**config.mk**
```make
export PLATFORM = sky130hd
export DESIGN_NAME = mult_share_arbiter_flat
export DESIGN_NICKNAME = d
export VERILOG_FILES = /design/src/rtl/mult_share_pkg.sv /design/src/rtl/mult_share_arbiter_if.sv /design/src/rtl/mult_pipe2.sv /design/src/rtl/mult_share_arbiter.sv /design/src/flat_wrapper.sv
export SDC_FILE = /design/constraint.sdc
export NUM_CORES = 1
export LEC_CHECK = 0
export CAP_MARGIN = 15
export CORE_UTILIZATION = 51
export DETAILED_ROUTE_END_ITERATION = 8
export PLACE_DENSITY = 0.76
export SLEW_MARGIN = 10
export SYNTH_ARGS = -nofsm -noshare
export SYNTH_HDL_FRONTEND = slang
export SYNTH_SLANG_ARGS = --single-unit
```
**constraint.sdc**
```tcl
create_clock -name clk -period 5.8 [get_ports clk]
set_input_delay 0.58 -clock clk [delete_from_list [all_inputs] [get_ports clk]]
set_output_delay 0.58 -clock clk [all_outputs]
set_load 0.1 [all_outputs]
```
**src/rtl/mult_share_pkg.sv**
```systemverilog
// Shared types and constants for the multiplier-sharing arbiter.
// Operands are widened by one bit so every signedness mix fits a signed multiply.
package mult_share_pkg;
  localparam int W   = 12;
  localparam int PW  = 24;
  localparam int LAT = 2;
  localparam int IDW = 2;

  typedef logic [IDW-1:0] id_t;
  typedef logic [W:0]     ext_t;

  typedef struct packed {
    logic valid;
    id_t  id;
    ext_t a_ext;
    ext_t b_ext;
  } stage_t;

  // Sign-extend when the operand is two's complement, zero-extend otherwise.
  function automatic ext_t extend(input logic [W-1:0] v, input logic sgn);
    return {sgn & v[W-1], v};
  endfunction
endpackage

```
**src/rtl/mult_share_arbiter_if.sv**
```systemverilog
// Request/response bundle between the requesters and the shared multiplier.
interface mult_share_arbiter_if
  import mult_share_pkg::*;
#(
  parameter int N_REQ = 4
);
  logic [N_REQ-1:0]   req_valid;
  logic [N_REQ-1:0]   req_ready;
  logic [N_REQ*W-1:0] req_a;
  logic [N_REQ*W-1:0] req_b;
  logic [N_REQ-1:0]   req_a_signed;
  logic [N_REQ-1:0]   req_b_signed;
  logic               rsp_valid;
  id_t                rsp_id;
  logic [PW-1:0]      rsp_p;
  logic               busy;

  modport slave (
    input  req_valid, req_a, req_b, req_a_signed, req_b_signed,
    output req_ready, rsp_valid, rsp_id, rsp_p, busy
  );

  modport master (
    output req_valid, req_a, req_b, req_a_signed, req_b_signed,
    input  req_ready, rsp_valid, rsp_id, rsp_p, busy
  );
endinterface

```
**src/rtl/mult_pipe2.sv**
```systemverilog
// Two-stage signed (W+1)x(W+1) multiplier; valid and id ride along with the data.
module mult_pipe2
  import mult_share_pkg::*;
(
  input  logic          clk,
  input  logic          rst,
  input  stage_t        in,
  output logic          out_valid,
  output id_t           out_id,
  output logic [PW-1:0] out_p,
  output logic          busy
);
  stage_t                s1;
  logic signed [2*W+1:0] prod;

  assign prod = $signed(s1.a_ext) * $signed(s1.b_ext);
  assign busy = s1.valid | out_valid;

  always_ff @(posedge clk or posedge rst) begin
    if (rst) begin
      s1        <= '0;
      out_valid <= 1'b0;
      out_id    <= '0;
      out_p     <= '0;
    end else begin
      s1        <= in;
      out_valid <= s1.valid;
      out_id    <= s1.id;
      // Low 2W bits are exact for every signedness mix.
      out_p     <= prod[PW-1:0];
    end
  end
endmodule

```
**src/rtl/mult_share_arbiter.sv**
```systemverilog
// Round-robin share of one pipelined 12x12 multiplier among up to four requesters,
// with per-operand signedness resolved by extension before the multiply.
module mult_share_arbiter
  import mult_share_pkg::*;
#(
  parameter int N_REQ = 4
) (
  input logic                  clk,
  input logic                  rst,
  mult_share_arbiter_if.slave  bus
);
  logic [N_REQ-1:0][W-1:0] a_lane, b_lane;
  ext_t [N_REQ-1:0]        a_ext, b_ext;
  logic [N_REQ-1:0]        grant;
  logic                    found;
  id_t                     gnt_id;
  id_t                     ptr;
  stage_t                  s_in;

  assign a_lane = bus.req_a;
  assign b_lane = bus.req_b;

  for (genvar i = 0; i < N_REQ; i++) begin : g_lane
    assign a_ext[i] = extend(a_lane[i], bus.req_a_signed[i]);
    assign b_ext[i] = extend(b_lane[i], bus.req_b_signed[i]);
  end

  // Search ptr, ptr+1, ... wrapping; first valid requester wins.
  always_comb begin
    int j;
    j      = 0;
    grant  = '0;
    found  = 1'b0;
    gnt_id = '0;
    for (int k = 0; k < N_REQ; k++) begin
      j = int'(ptr) + k;
      if (j >= N_REQ) j = j - N_REQ;
      if (!found && !rst && bus.req_valid[j]) begin
        found    = 1'b1;
        grant[j] = 1'b1;
        gnt_id   = id_t'(j);
      end
    end
  end

  assign bus.req_ready = grant;

  always_ff @(posedge clk or posedge rst) begin
    if (rst) begin
      ptr <= '0;
    end else if (found) begin
      ptr <= (int'(gnt_id) == N_REQ - 1) ? '0 : gnt_id + id_t'(1);
    end
  end

  always_comb begin
    s_in.valid = found;
    s_in.id    = gnt_id;
    s_in.a_ext = a_ext[gnt_id];
    s_in.b_ext = b_ext[gnt_id];
  end

  mult_pipe2 u_pipe (
    .clk       (clk),
    .rst       (rst),
    .in        (s_in),
    .out_valid (bus.rsp_valid),
    .out_id    (bus.rsp_id),
    .out_p     (bus.rsp_p),
    .busy      (bus.busy)
  );
endmodule

```
**src/flat_wrapper.sv**
```systemverilog
// flat-port wrapper written by rule: the top's interface ports become plain ports
module mult_share_arbiter_flat import mult_share_pkg::*;
#(
  parameter int N_REQ = 4
)
  (clk, rst, bus_req_valid, bus_req_a, bus_req_b, bus_req_a_signed, bus_req_b_signed, bus_req_ready, bus_rsp_valid, bus_rsp_id, bus_rsp_p, bus_busy);
  mult_share_arbiter_if #(.N_REQ(N_REQ)) bus_i ();
  input logic clk;
  input logic rst;
  input wire logic [$bits(bus_i.req_valid)-1:0] bus_req_valid;
  input wire logic [$bits(bus_i.req_a)-1:0] bus_req_a;
  input wire logic [$bits(bus_i.req_b)-1:0] bus_req_b;
  input wire logic [$bits(bus_i.req_a_signed)-1:0] bus_req_a_signed;
  input wire logic [$bits(bus_i.req_b_signed)-1:0] bus_req_b_signed;
  output wire logic [$bits(bus_i.req_ready)-1:0] bus_req_ready;
  output wire logic [$bits(bus_i.rsp_valid)-1:0] bus_rsp_valid;
  output wire logic [$bits(bus_i.rsp_id)-1:0] bus_rsp_id;
  output wire logic [$bits(bus_i.rsp_p)-1:0] bus_rsp_p;
  output wire logic [$bits(bus_i.busy)-1:0] bus_busy;
  assign bus_i.req_valid = bus_req_valid;
  assign bus_i.req_a = bus_req_a;
  assign bus_i.req_b = bus_req_b;
  assign bus_i.req_a_signed = bus_req_a_signed;
  assign bus_i.req_b_signed = bus_req_b_signed;
  assign bus_req_ready = bus_i.req_ready;
  assign bus_rsp_valid = bus_i.rsp_valid;
  assign bus_rsp_id = bus_i.rsp_id;
  assign bus_rsp_p = bus_i.rsp_p;
  assign bus_busy = bus_i.busy;
  mult_share_arbiter #(.N_REQ(N_REQ)) u_core (.clk(clk), .rst(rst), .bus(bus_i));
endmodule
```
==> results.md, run 1 <==
- Status: finished, final reports clean
- Peak Freq: 173.9 MHz
- Area fraction of the dominant cell type after synthesis: 34.79%
- Final setup viols: 0
- Top_reg_cell synth: dfrtp_1
- Worst R2R Setup Slack: 0.05 ns
- Crit path launch type: register
- Crit path DAT: 5.97 ns
- Post-DRT Antenna Nets: 0
- Yosys warns: 0
- Clock tree buffer depth: 2
- Synthesized area: 0.008747 mm2
- Port Buffers: 141
- Total clock sinks: 58
- I/O Pins: 142
- CTS tree: built
- Vias after detailed routing: 6656
- Post-synthesis sequential area ratio: 16.59%
- Most frequent cell after synthesis: fa_1
- Top post-synthesis cells by count: fa_1, inv_1, nand2_1, and2_1, ha_1
- Post-DP HPWL: 17660 um
- Syn avg cell area: 9.884 um2
- Worst reg2reg startpoint: u_core.u_pipe.s1[13]
- Worst Hold End: u_core.u_pipe.out_id[1]
- Yosys cell types: 48
- EDFF count, synth: 0
- Syn nets: 1217
- CP Class: reg2reg
- Hold/Removal Path Class: reg2reg
- H-tree levels: 3
- TritonCTS Buffers: 9
- CP endpoint kind: register
- Die width: 133.0 um
- RSZ-0062 raised after global routing: yes
- Final WL: 21200 um
- Post-synthesis register bit count: 58
- FP Rows: 47
- Slew @ Worst Pin: 1.027 ns
- Aggregate global routing overflow: 0
- Area growth syn-to-layout: 27.89%
- Worst Hold Launch: u_core.u_pipe.s1[27]
- Global Route Usage Sum: 25.99%
- Slowest-stage cell, CP: fa_1
- Setup TNS: 0 ns
- FF-to-FF path depth: 17
- Number of diodes: 0
- Count of pins over their slew limit: 0
- Initial antenna violation count: 0
- Share of post-route cells with drive strength above 1: 12.97%
- Final RePlAce weighted congestion: 0.8635
- Critical path, cell by cell: nand2b_1, fa_1, fa_1, inv_1, fa_1, fa_1, fa_1, fa_1, ha_2, a21o_1, a2111o_1, o21a_1, or4_4, nand2_2, o22ai_2, o41ai_2, xnor2_1
- Drt drc: 0
- Post-synthesis async set-or-reset flop share: 100.0%
- Vias in the first global route: 7209
- Die extent in y: 133.0 um
- Worst EP required: 6.01 ns
- Fin util: 67.22%
- Die area: 0.01768 mm2
- Root Buffer: clkbuf_16
- Clock transition at path regs: 0.06 ns
- Dominant cell type by area after synthesis: fa_1
- Final hold violations: 0
- WHS Path Cells: 0
- Syn Inst Count: 885
- Iteration-0 DRC Markers: 466
- Drt via density: 5.152
- RR Endpoint: u_core.u_pipe.out_p[23]
- Largest net degree at the start of global routing: 55
- Clk_skew: 0.006595 ns
- Max_slew headroom: 31.29%
- Mean routed wirelength per cell: 16.41 um
- Clk_lat worst skew: 0.34 ns
- Minimum clock period: 5.752 ns
- Largest fanout on the critical path: 3
- Drt pass-1 iters: 5
- Max-cap violations: 0
- Slowest Stage Delay on Critical Path: 0.56 ns
- First-pass GRT wire length: 35410 um
- Starting density of the core: 52.56%
- Core area: 0.01664 mm2
- Final net count: 1399
- Synth top area cells: fa_1, dfrtp_1, ha_1, inv_1, and2_1
- Fin crit share: 99.17%
- Critical path's most frequent cell: fa_1
## worst max-delay path by stage
stage,from,end,depth (start not counted)
5_1_grt,u_core.u_pipe.s1[17],u_core.u_pipe.out_p[23],18
2_1_floorplan,u_core.u_pipe.s1[16],u_core.u_pipe.out_p[23],19
4_1_cts,u_core.u_pipe.s1[3],u_core.u_pipe.out_p[23],19
3_3_place_gp,u_core.u_pipe.s1[3],u_core.u_pipe.out_p[23],18
3_5_place_dp,u_core.u_pipe.s1[3],u_core.u_pipe.out_p[23],18
6_report,u_core.u_pipe.s1[13],u_core.u_pipe.out_p[23],17
## timing repair
item | in CTS | in global routing
endpoints found under the setup margin | 3 | 5
hold buffers | 0 | 0
setup buffers | 2 | 4
pin swaps | 15 | 5
resized for setup | 13 | 8
## final cells by class
| class | count | area (um2) |
|---|---|---|
| clock inverters | 7 | 55.05 |
| clock buffers | 9 | 225.2 |
| repair buffers | 210 | 1949 |
| inverters | 147 | 551.8 |
| well taps | 220 | 275.3 |
| flip-flops and latches | 58 | 1456 |
| multi-input cells | 641 | 6674 |
| fillers | 1285 | 5455 |
## metal layers
metal | global-route usage [%] | routed length [um] | vias to the layer above
li1 | - | - | 3116
met1 | 33.03 | 8910 | 3294
met2 | 45.75 | 10810 | 224
met3 | 4.559 | 1196 | 22
met4 | 6.577 | 286 | 0
met5 | 0 | 0 | -
## logic make-up after synthesis
family          Yosys count  synth area share, %
compound gates           89                6.738
buf+inv                 186                8.382
fa+ha+maj               222                44.80
mux                      51                6.337
xor+xnor                 33                3.304
flops                    58                16.59
simple gates            246                13.85
## sequential cells by signal (all words and copies together), names as in the netlist, named ones only
| signal | flops |
|---|---|
| u_core.u_pipe.out_valid | 1 |
| u_core.u_pipe.out_id | 2 |
| u_core.ptr | 1 |
| u_core.u_pipe.s1 | 29 |
| u_core.u_pipe.out_p | 24 |
## worst max-delay path: cells and delay by family (launching register included)
| kind | cells | cell delay, ns |
|---|---|---|
| AO/OA/AOI/OAI | 5 | 1.13 |
| XOR/XNOR | 1 | 0.12 |
| adder cells (fa/ha/maj) | 7 | 3.26 |
| buffers and inverters | 1 | 0.06 |
| flip-flops | 1 | 0.38 |
| AND/OR/NAND/NOR | 3 | 0.68 |
## cells in the final DEF, fill, tap and decap left out, types with 5 or more instances in the layout
cell type	instances
ha_4	5
xor2_1	8
inv_1	145
a31oi_1	6
nand2_1	95
a21o_1	5
dfrtp_1	54
nand2b_1	7
o21ai_0	7
clkdlybuf4s50_1	141
clkinvlp_4	5
nor2b_1	12
nor2_1	40
buf_4	68
clkbuf_16	9
fa_1	150
mux2_2	24
a21oi_1	40
xnor2_1	24
ha_1	64
and2_1	74
mux2i_1	25
a22oi_1	8
## per-stage QoR
stage          instance area (um2)  instances  hold WS, ns  setup WS [ns]
6_report                     11190       1292       0.3481        0.04829
3_5_place_dp                 10740       1269       0.3381       -0.08765
3_3_place_gp                 10740       1269       0.3334        0.03957
5_1_grt                      11190       1292       0.3669        -0.1516
4_1_cts                      11100       1287       0.3496      -0.004002
2_1_floorplan                 8763        885       0.3312       0.002128
Power of run 1 is left out: the tool's default activity adds up to more than one toggle a clock period on the data nets, which glitch-free logic cannot reach.
==> run 2, diff against run 1 <==
GPL_ROUTABILITY_DRIVEN = 0   (was default)
SKIP_LAST_GASP = 1   (was default)
==> run 2 against run 1 <==
- hold slack hardly changed
- clock skew is 0.00051 ns lower
- clock-buffer cell count stayed put
- global-route usage stayed put
- first-iteration DRC count is 0.64% lower
- final cell count stayed put
- non-clock buffer count stayed put
- register-to-register slack hardly changed
- die area stayed put
- fmax hardly changed
- setup slack better by 0.0056 ns
==> results.md, run 2 (synthesis gave the netlist of run 1 again) <==
- Largest net degree at the start of global routing: 55 (unchanged)
- Total clock sinks: 58 (unchanged)
- Die area: 0.01768 mm2 (unchanged)
- TritonCTS Buffers: 9 (unchanged)
- Fillers: 1287 (+0.16%)
- Mean routed wirelength per cell: 16.39 um (-0.14%)
- Post-DRT Antenna Nets: 0 (unchanged)
- Drt drc: 0 (unchanged)
- Most common cell after layout, fill and taps aside: fa_1
- Setup TNS: 0 ns (unchanged)
- Fin crit share: 99.07% (about the same)
- Minimum clock period: 5.746 ns (-0.005638 ns)
- Core area: 0.01664 mm2 (unchanged)
- Commonest cells after routing, fill and taps aside: fa_1, inv_1, clkdlybuf4s50_1
- Biggest regs: u_core.u_pipe.s1 (29), u_core.u_pipe.out_p (24), u_core.u_pipe.out_id (2)
- H-tree levels: 3 (unchanged)
- WHS Path Cells: 0 (unchanged)
- Drt pass-1 iters: 4 (-1)
- Clk_lat worst skew: 0.34 ns (about the same)
- Worst EP required: 6.02 ns (about the same)
- Worst slack, placed: -0.08765 ns (unchanged)
- Crit path launch type: register
- Port Buffers: 141 (unchanged)
- Final hold violations: 0 (unchanged)
- Peak Freq: 174.0 MHz (about the same)
- Clk_skew: 0.006085 ns (-0.0005103 ns)
- Die extent in y: 133.0 um (unchanged)
- Aggregate global routing overflow: 0 (unchanged)
- Iteration-0 DRC Markers: 463 (-0.64%)
- Max reg flops: 29 (unchanged)
- Initial antenna violation count: 0 (unchanged)
- Clock transition at path regs: 0.06 ns (about the same)
- First-pass GRT wire length: 35410 um (unchanged)
- RSZ-0062 raised after global routing: yes
- Status: finished, final reports clean
- Root Buffer: clkbuf_16
- Crit path DAT: 5.96 ns (about the same)
- Starting density of the core: 52.56% (unchanged)
- Hold/Removal Path Class: reg2reg
- Area growth syn-to-layout: 27.75%
- Final setup viols: 0 (unchanged)
- Largest fanout on the critical path: 3 (unchanged)
- Final Worst Setup Slack: 0.05392 ns (+0.005638 ns)
- Top reg by flops: u_core.u_pipe.s1
- Drt via density: 5.166 (+0.27%)
- Vias after detailed routing: 6674 (+0.27%)
- Footprint of the multi-input gates: 0.006661 mm2 (-0.19%)
- Global Route Usage Sum: 25.99% (unchanged)
- Count of pins over their slew limit: 0 (unchanged)
- Share of post-route cells with drive strength above 1: 12.87% (-0.093 points)
- FF+latch area: 0.001456 mm2 (unchanged)
- Post-DP HPWL: 17660 um (unchanged)
- FF-to-FF path depth: 17 (unchanged)
- Final net count: 1399 (unchanged)
- CTS Hold Bufs: 0 (unchanged)
- CP endpoint kind: register
- Fin util: 67.15% (-0.075 points)
- Max-cap violations: 0 (unchanged)
- Min Hold Slack: 0.3482 ns (+0.00007300 ns)
- Clock tree buffer depth: 2 (unchanged)
- Number of diodes: 0 (unchanged)
- CTS tree: built
- Die width: 133.0 um (unchanged)
- Slew @ Worst Pin: 1.027 ns (-0.000009000 ns)
- FP Rows: 47 (unchanged)
- Vias in the first global route: 7210 (+0.014%)
- Final WL: 21170 um (-0.14%)
- CP Class: reg2reg
- Max_slew headroom: 31.29% (about the same)
- I/O Pins: 142 (unchanged)
==> run 2: cell counts in the layout (fill, tap and decap cells not counted) <==
No cell type changed its count.
==> run 2: final timing paths <==
kind | slack [ns] | endpoint | startpoint
setup / recovery | 0.05 | u_core.u_pipe.out_p[23] | u_core.u_pipe.s1[13]
hold / removal | 0.35 | u_core.u_pipe.out_id[1] | u_core.u_pipe.s1[27]
setup reg to reg | 0.05 | u_core.u_pipe.out_p[23] | u_core.u_pipe.s1[13]
hold reg to reg | 0.35 | u_core.u_pipe.out_id[1] | u_core.u_pipe.s1[27]
max in group asynchronous | 4.02 | u_core.u_pipe.out_p[16] | rst
min in group asynchronous | 0.88 | u_core.ptr[1] | rst
==> run 2: metal layers <==
metal  GRT usage [%]  share of wire (%)  vias up
li1                -                  -     3118
met1           33.03                 42     3291
met2           45.75                 51      238
met3           4.559                5.7       27
met4           6.577                1.6        0
met5               0                  0        -
==> run 2: repair_timing <==
item,4_1_cts,5_1_grt
endpoints found under the setup margin,3,5
pin swaps,15,3
buffers inserted,2,4
endpoints found under the hold margin,0,0
gates resized for setup,13,6
==> run 2: worst max-delay path, stage by stage (launching register included) <==
cell and delay, ns:
dfrtp_1 0.38, nand2b_1 0.17, fa_1 0.51, fa_1 0.55, inv_1 0.06, fa_1 0.50, fa_1 0.51, fa_1 0.56
fa_1 0.44, ha_2 0.19, a21o_1 0.20, a2111o_1 0.41, o21a_1 0.20, or4_4 0.43, nand2_2 0.08, o22ai_2 0.08
o41ai_2 0.24, xnor2_1 0.12
==> run 2: cell type report <==
class | count | area share [%]
clock buffers | 9 | 2.015
inverters | 147 | 4.938
flip-flops and latches | 58 | 13.03
clock inverters | 7 | 0.4927
repair buffers | 210 | 17.44
multi-input cells | 641 | 59.61
well taps | 220 | 2.463
==> run 2: stage by stage <==
step	instances	instance area (um2)
6_report	1292	11170
5_1_grt	1292	11170
4_1_cts	1287	11100
3_5_place_dp	1269	10740
3_3_place_gp	1269	10740
2_1_floorplan	885	8763
Power of run 2 is left out for the same reason.
